File: src/rtl/redpi_dac_fmt.sv
// DAC sample formatter/sequencer: 2-frame input FIFO, per-channel round/saturate/format,
// one channel word per clock, with reset/mute start-up sequencing and underflow fill.

module redpi_dac_cvt #(
   parameter int IN_W   = 16,
   parameter int DAC_W  = 14,
   parameter int FORMAT = 1,
   parameter int ROUND  = 1
) (
   input  logic [IN_W-1:0]  x,
   output logic [DAC_W-1:0] code
);
   localparam int SH = IN_W - DAC_W;
   localparam logic [IN_W:0] HALF = (ROUND != 0 && SH > 0) ?
                                    ((IN_W+1)'(1) << (SH > 0 ? SH - 1 : 0)) : '0;

   logic [IN_W:0]    r;
   logic [DAC_W:0]   t;
   logic [DAC_W-1:0] tc;

   // One guard bit above the sample; after the shift only a positive carry into it can occur.
   assign r  = {x[IN_W-1], x} + HALF;
   assign t  = (DAC_W+1)'(r >> SH);
   assign tc = (t[DAC_W] != t[DAC_W-1]) ? {1'b0, {(DAC_W-1){1'b1}}} : t[DAC_W-1:0];
   assign code = (FORMAT != 0) ? {~tc[DAC_W-1], tc[DAC_W-2:0]} : tc;
endmodule

module redpi_dac_fmt #(
   parameter int NCH         = 2,
   parameter int IN_W        = 16,
   parameter int DAC_W       = 14,
   parameter int FORMAT      = 1,
   parameter int ROUND       = 1,
   parameter int HOLD_LAST   = 0,
   parameter int RST_CYCLES  = 16,
   parameter int MUTE_CYCLES = 32,
   localparam int SEL_W      = (NCH > 1) ? $clog2(NCH) : 1
) (
   input  logic                  dac_clk_1x,
   input  logic                  dac_rst,
   input  logic                  en,
   input  logic [NCH*IN_W-1:0]   s_tdata,
   input  logic                  s_tvalid,
   output logic                  s_tready,
   output logic [DAC_W-1:0]      dac_dat_o,
   output logic [SEL_W-1:0]      dac_sel_o,
   output logic                  dac_frame_o,
   output logic                  dac_rst_o,
   output logic                  running_o,
   output logic                  underflow_o,
   output logic [15:0]           underflow_cnt_o
);
   localparam int MAXC  = (RST_CYCLES > MUTE_CYCLES) ? RST_CYCLES : MUTE_CYCLES;
   localparam int CNT_W = $clog2(MAXC + 1);
   localparam logic [CNT_W-1:0] RST_LAST  = CNT_W'(RST_CYCLES - 1);
   localparam logic [CNT_W-1:0] MUTE_LAST = CNT_W'(MUTE_CYCLES - 1);
   localparam logic [SEL_W-1:0] LAST      = SEL_W'(NCH - 1);
   localparam logic [DAC_W-1:0] MID       = (FORMAT != 0) ? {1'b1, {(DAC_W-1){1'b0}}} : '0;

   typedef enum logic [1:0] {S_RST, S_MUTE, S_RUN} state_t;

   state_t                       state, state_n;
   logic [CNT_W-1:0]             cnt, cnt_n;
   logic [SEL_W-1:0]             slot, slot_n;
   logic [NCH*IN_W-1:0]          mem [2];
   logic                         wr_ptr, rd_ptr;
   logic [1:0]                   count, count_n;
   logic                         push, pop, frame_start, uflow;
   logic [NCH-1:0][DAC_W-1:0]    head_code, frame_q, frame_d;
   logic [DAC_W-1:0]             word;

   assign push        = s_tvalid && s_tready && (state != S_RST);
   assign frame_start = (state == S_RUN) && (slot == '0);
   assign pop         = frame_start && (count != 2'd0);
   assign uflow       = frame_start && (count == 2'd0);

   for (genvar k = 0; k < NCH; k++) begin : g_lane
      redpi_dac_cvt #(
         .IN_W(IN_W), .DAC_W(DAC_W), .FORMAT(FORMAT), .ROUND(ROUND)
      ) u_cvt (
         .x    (mem[rd_ptr][k*IN_W +: IN_W]),
         .code (head_code[k])
      );
   end

   always_comb begin
      state_n = state;
      cnt_n   = cnt;
      unique case (state)
         S_RST:
            if (cnt == RST_LAST) begin
               state_n = S_MUTE;
               cnt_n   = '0;
            end else begin
               cnt_n = cnt + CNT_W'(1);
            end
         S_MUTE:
            if (cnt == MUTE_LAST) begin
               if (en) begin
                  state_n = S_RUN;
                  cnt_n   = '0;
               end
            end else begin
               cnt_n = cnt + CNT_W'(1);
            end
         S_RUN:
            // Stop requests are only honoured once the frame's last word is out.
            if (slot == LAST && !en) begin
               state_n = S_MUTE;
               cnt_n   = '0;
            end
         default: state_n = S_RST;
      endcase
   end

   always_comb begin
      slot_n = slot + SEL_W'(1);
      if (state == S_RST || (state == S_MUTE && state_n == S_RUN) || slot == LAST)
         slot_n = '0;

      count_n = count;
      unique case ({push, pop})
         2'b10:   count_n = count + 2'd1;
         2'b01:   count_n = count - 2'd1;
         default: count_n = count;
      endcase

      frame_d = frame_q;
      if (pop)
         frame_d = head_code;
      else if (HOLD_LAST == 0)
         frame_d = {NCH{MID}};

      // Channel 0 bypasses the frame register so the word leaves on the pop cycle.
      word = (slot == '0) ? frame_d[0] : frame_q[slot];
   end

   always_ff @(posedge dac_clk_1x) begin
      if (push) mem[wr_ptr] <= s_tdata;
   end

   always_ff @(posedge dac_clk_1x) begin
      if (dac_rst) begin
         state           <= S_RST;
         cnt             <= '0;
         slot            <= '0;
         wr_ptr          <= 1'b0;
         rd_ptr          <= 1'b0;
         count           <= 2'd0;
         frame_q         <= {NCH{MID}};
         s_tready        <= 1'b0;
         dac_dat_o       <= MID;
         dac_sel_o       <= '0;
         dac_frame_o     <= 1'b0;
         dac_rst_o       <= 1'b1;
         running_o       <= 1'b0;
         underflow_o     <= 1'b0;
         underflow_cnt_o <= '0;
      end else begin
         state     <= state_n;
         cnt       <= cnt_n;
         slot      <= slot_n;
         count     <= count_n;
         s_tready  <= (state_n != S_RST) && (count_n != 2'd2);
         dac_rst_o <= (state_n == S_RST);
         running_o <= (state_n == S_RUN);
         if (push) wr_ptr <= ~wr_ptr;
         if (pop)  rd_ptr <= ~rd_ptr;
         if (frame_start) frame_q <= frame_d;

         underflow_o <= uflow;
         if (uflow && underflow_cnt_o != 16'hFFFF)
            underflow_cnt_o <= underflow_cnt_o + 16'd1;

         if (state == S_RUN) begin
            dac_dat_o   <= word;
            dac_sel_o   <= slot;
            dac_frame_o <= (slot == '0);
         end else begin
            dac_dat_o   <= MID;
            dac_sel_o   <= (state == S_MUTE) ? slot : '0;
            dac_frame_o <= 1'b0;
         end
      end
   end
endmodule

File: config.mk
export PLATFORM = sky130hd
export DESIGN_NAME = redpi_dac_fmt
export DESIGN_NICKNAME = d
export VERILOG_FILES = /design/src/rtl/redpi_dac_fmt.sv
export SDC_FILE = /design/constraint.sdc
export NUM_CORES = 1
export LEC_CHECK = 0
export BUFFER_PORTS_ARGS = -buffer_cell sky130_fd_sc_hd__buf_2
export CELL_PAD_IN_SITES_DETAIL_PLACEMENT = 0
export CELL_PAD_IN_SITES_GLOBAL_PLACEMENT = 1
export CORE_MARGIN = 2
export CORE_UTILIZATION = 46
export CTS_CLUSTER_DIAMETER = 100
export DETAILED_ROUTE_END_ITERATION = 10
export PLACE_DENSITY = 0.85
export SLEW_MARGIN = 20
export SYNTH_ARGS = -nofsm -noshare
export SYNTH_HDL_FRONTEND = slang
export SYNTH_HIERARCHICAL = 1
export SYNTH_SLANG_ARGS = --single-unit
File: constraint.sdc
create_clock -name dac_clk_1x -period 4.1 [get_ports dac_clk_1x]
set_clock_uncertainty 0.05 [all_clocks]
set_input_delay 1.23 -clock dac_clk_1x [delete_from_list [all_inputs] [get_ports dac_clk_1x]]
set_output_delay 1.23 -clock dac_clk_1x [all_outputs]
set_load 0.02 [all_outputs]
# Word-level counts from Yosys, hierarchy flattened
# Memory sizes are Yosys's and may differ from the RTL's. A register that Yosys moved wholly into a read port is not among the register bits.
# Cells that the tools add are included.
[word_totals] regBits=63 ram_bits=64 inputBits=36 output_inout_bits=36 word_cells=87 memories=1
[mem_list] name="mem" words=2 width=32 rd=1 rd_clocked_by_memory_dff=1 write_ports=1 line_no="65" source="logic [NCH*IN_W-1:0] mem [2];"
[op_classes] addsub=7 magnitude_cmp=1 eq_ne=13 mux=22 bitwise=6 reduce_logical=22
[ops] cell="14-bit 2-to-1 mux" n=4
[ops] cell="16-bit by 3-bit adder with 17-bit output (second input constant)" n=2
[ops] cell="28-bit 2-to-1 mux" n=1
[ops] cell="6-bit 2-to-1 mux" n=4
[ops] cell="6-bit one-hot mux with 3 select lines" n=1
[ops] cell="16-bit by 1-bit adder with 16-bit output (second input constant)" n=1
[ops] cell="16-bit inequality test (second input constant)" n=1
[ops] cell="1-bit logical AND" n=9
[ops] cell="2-bit 2-to-1 mux" n=4
[ops] cell="6-bit by 1-bit adder with 6-bit output (second input constant)" n=1
[ops] cell="2-bit equality test (second input constant)" n=3
[ops] cell="6-bit by 4-bit equality test with 1-bit output (second input constant)" n=1
[ops] cell="6-bit by 5-bit equality test with 1-bit output (second input constant)" n=1
[ops] cell="2-bit logical NOT" n=3
[ops] cell="1-bit 2-to-1 mux" n=6
[ops] cell="1-bit NOT" n=6
[ops] cell="2-bit one-hot mux with 3 select lines" n=1
[ops] cell="2-bit nonzero test" n=3
[ops] cell="2-bit by 1-bit equality test with 1-bit output (second input constant)" n=2
[ops] cell="2-bit one-hot mux with 2 select lines" n=1
[ops] cell="2-bit OR reduction" n=2
[ops] cell="3-bit inequality test (second input constant)" n=1
[ops] cell="3-bit AND reduction" n=1
[ops] cell="3-bit nonzero test" n=1
[ops] cell="other kinds (9)" n=11

# Logic depth before layout (Yosys ltp)
[logic_depth] ltp_word=9 depth_mapped=13 mapped_depth_nobuf=10

# By module
# Netlist, hierarchy kept.
[by_module_without_submodules] module="redpi_dac_fmt" n_inst=1 cells_per_inst=419 area_per_inst_um2=5136.2 seq_area_each_um2=3203.1
[by_module_without_submodules] module="redpi_dac_cvt" n_inst=2 cells_per_inst=58 area_per_inst_um2=361.6 seq_area_each_um2=0.0

# Worst setup path before layout
# No wires, ideal clock.
[synth_timing] kind="input port to flip-flop" start="in s_tvalid" end="mem mem[0][0] (netlist name), enable pin" setup_time_ns=0.421 t_arrival_ns=2.764 required_ns=3.629 setup_slack_ns=0.865 stages=2 path_buffers=0 cell_sequence="nand3b_1 -> nor2_1"
[synth_via] elab_chain_cells=4
[synth_lines] element="from (decl)" line_no="43" source="input logic s_tvalid,"
[synth_lines] element="1-bit logical AND (2 in a row)" line_no="72" source="assign push = s_tvalid && s_tready && (state != S_RST);"
[synth_lines] element="1-bit 2-to-1 mux" line_no="139" source="if (push) mem[wr_ptr] <= s_tdata;"
[synth_lines] element="1-bit 2-to-1 mux (implied by the code)" line_no="139"
[synth_lines] element="to (decl)" line_no="65"
# Every way passes these cells.

==> key figures <==
Run status
  • Outcome: finished, final reports clean

Worst setup path
  • CP required: roughly 4.3 ns
  • Crit path capture type: flop
  • Critical path data arrival time: 3.36 ns
  • Critical Path, Cell by Cell: buf_12 > mux2_2 > ha_1 > nand3_1 > nor4_1 > xor2_1 > ha_1 > inv_1 > nand3_1 > a22oi_1 > nor2_1
  • Critical path peak fanout: 23
  • CP Class: flop to flop
  • CP startpoint kind: flop
  • CP max-delay cell: dfxtp_1
  • Peak per-stage delay on the critical path: 0.58 ns

Clock network
  • Skew-Pair Late Insertion Delay: just over 0.4 ns
  • CTS resizes: 0
  • CTS tree: done
  • CTS sink cnt: 124
  • Reg clk slew, reported paths: 0.06 ns
  • CTS root buf: clkbuf_16
  • CTS Hold Bufs: 0
  • H-tree levels: 4
  • Postcts setup bufs: 0
  • CTS Buffer Depth: 2
  • TritonCTS Buffers: 17

Place
  • Detailed Place HPWL: 8037 um
  • Post-placement worst setup slack: 1.010 ns
  • Placed instance area: a little over 6000 um2
  • Gpl congestion: 0.8171
  • IO Port Bufs: between 60 and 70

Final layout
  • Design Area, Final: 6829 um2
  • Most common cell after layout, fill and taps aside: buf_2
  • Total Nets Final: about 640
  • Diode count: 0
  • Share of layout cells above drive strength 1: 0.2599
  • Area Overhead vs Synth: 19.46%
  • Most frequent cells in the layout: 69 x buf_2, 64 x dfxtp_1, 60 x edfxtp_1
  • Post-layout util: 0.5662

Timing
  • Achievable Freq: 0.3209 GHz
  • Post-route minimum period: 3.116 ns
  • Final hold violations: 0
  • Final Cycle Share: 0.7601
  • Worst-Margin Slew: a little under 0.8 ns
  • Slew headroom: 0.4800
  • Setup TNS: 0 ns
  • Final setup margin: slightly below 1 ns
  • Setup violations, final: 0
  • RSZ-0062 raised after global routing: false
  • Slew Viols, Final: 0

Floorplan
  • Core area: 12060 um2
  • I/O pin count: 72
  • Die X: 115.5 um
  • Starting Density: 0.4740
  • Die Y: 115.5 um
  • Die area: 13340 um2
  • Standard-cell rows: 40

Routing
  • Detailed Routing Iterations Pass 1: 5
  • ANT nets after route: 0
  • Via Count: ~4300
  • Drt drc: 0
  • Vias/cell: 5.505
  • DR WL/cell: 15.20 um
  • Final WL: 11790 um
  • DR iter-0 viols: around 280

Global route
  • Met1 Track Usage GR: 0.2492
  • Number of global-route vias before repair: 4170
  • Most used routing layer: met2
  • Grt ovf: 0
  • Largest net degree at the start of global routing: 32
  • Gr usage total: 0.1898
  • First-pass GRT wire length: slightly below 20000 um
  • Met3 Usage GRT: 0.05596
  • Antenna violations before repair: 0
  • Met2 Usage GRT: 0.3006

Hold path
  • Worst hold path class: flop to flop
  • Min-delay src: cnt[1]

Logic synthesis
  • Syn_nets: between 500 and 600
  • Ys Warns: 6
  • Mapped Cells: 529
  • Synthesized area per cell: 10.81 um2
  • Netlist Area Pre-Place: 5717 um2

Power
  • Pwr Total: 2.894 mW
  • Peak VDD IR: roughly 0.3 mV
  • Leak pwr: ~2.4 nW
  • Pwr Density: approximately 420 nW/um2

Flow run
  • Max-Cap Viols: 0
[worst max-delay path: cells and delay by family (launching register included)]
kind	cells	cell delay (ns)
simple gates	4	0.58
flops	1	0.58
fa+ha+maj	2	0.56
buf+inv	2	0.48
mux	1	0.38
compound gates	1	0.19
xor+xnor	1	0.15
[layer usage]
layer | vias up | share of wire
li1 | 2138 | -
met1 | 2029 | 0.47
met2 | 95 | 0.47
met3 | 10 | 0.043
met4 | 0 | 0.0097
met5 | - | 0
[path summary, 6_finish.rpt]
kind	endpoint	slack [ns]	cells past startpoint
setup / recovery	frame_q[22]	0.98	11
setup reg to reg	frame_q[22]	0.98	11
hold reg to reg	cnt[1]	0.45	2
hold / removal	cnt[1]	0.45	2
[sequential cells by signal, indices dropped and copies added (netlist names), 2 cells and up, named ones only]
name / flops
dac_dat_o: 14
underflow_cnt_o: 16
count: 2
cnt: 6
state: 2
frame_q: 14
mem: 60
[through the flow]
stage,hold slack (ns),std cells
5_1_grt,0.4710,776
6_report,0.4508,776
3_3_place_gp,0.4223,744
4_1_cts,0.4453,776
2_1_floorplan,0.4025,529
3_5_place_dp,0.4363,744
[area by class of cell]
cell class / instances / area (um2)
inverter: 19 / 71.32
fill: 1044 / 5233
timing repair buffer: 75 / 402.9
sequential: 124 / 3083
clock buffer: 17 / 425.4
clock inverter: 15 / 196.4
multi-input combinational: 358 / 2440
tap: 168 / 210.2
[power by group]
group | switching [mW] | internal [mW]
sequential | 0.00322 | 1.30
combinational | 0.0209 | 0.0160
clock | 0.541 | 1.01
total | 0.565 | 2.33
Note: power is estimated with default switching activity, not from simulation.
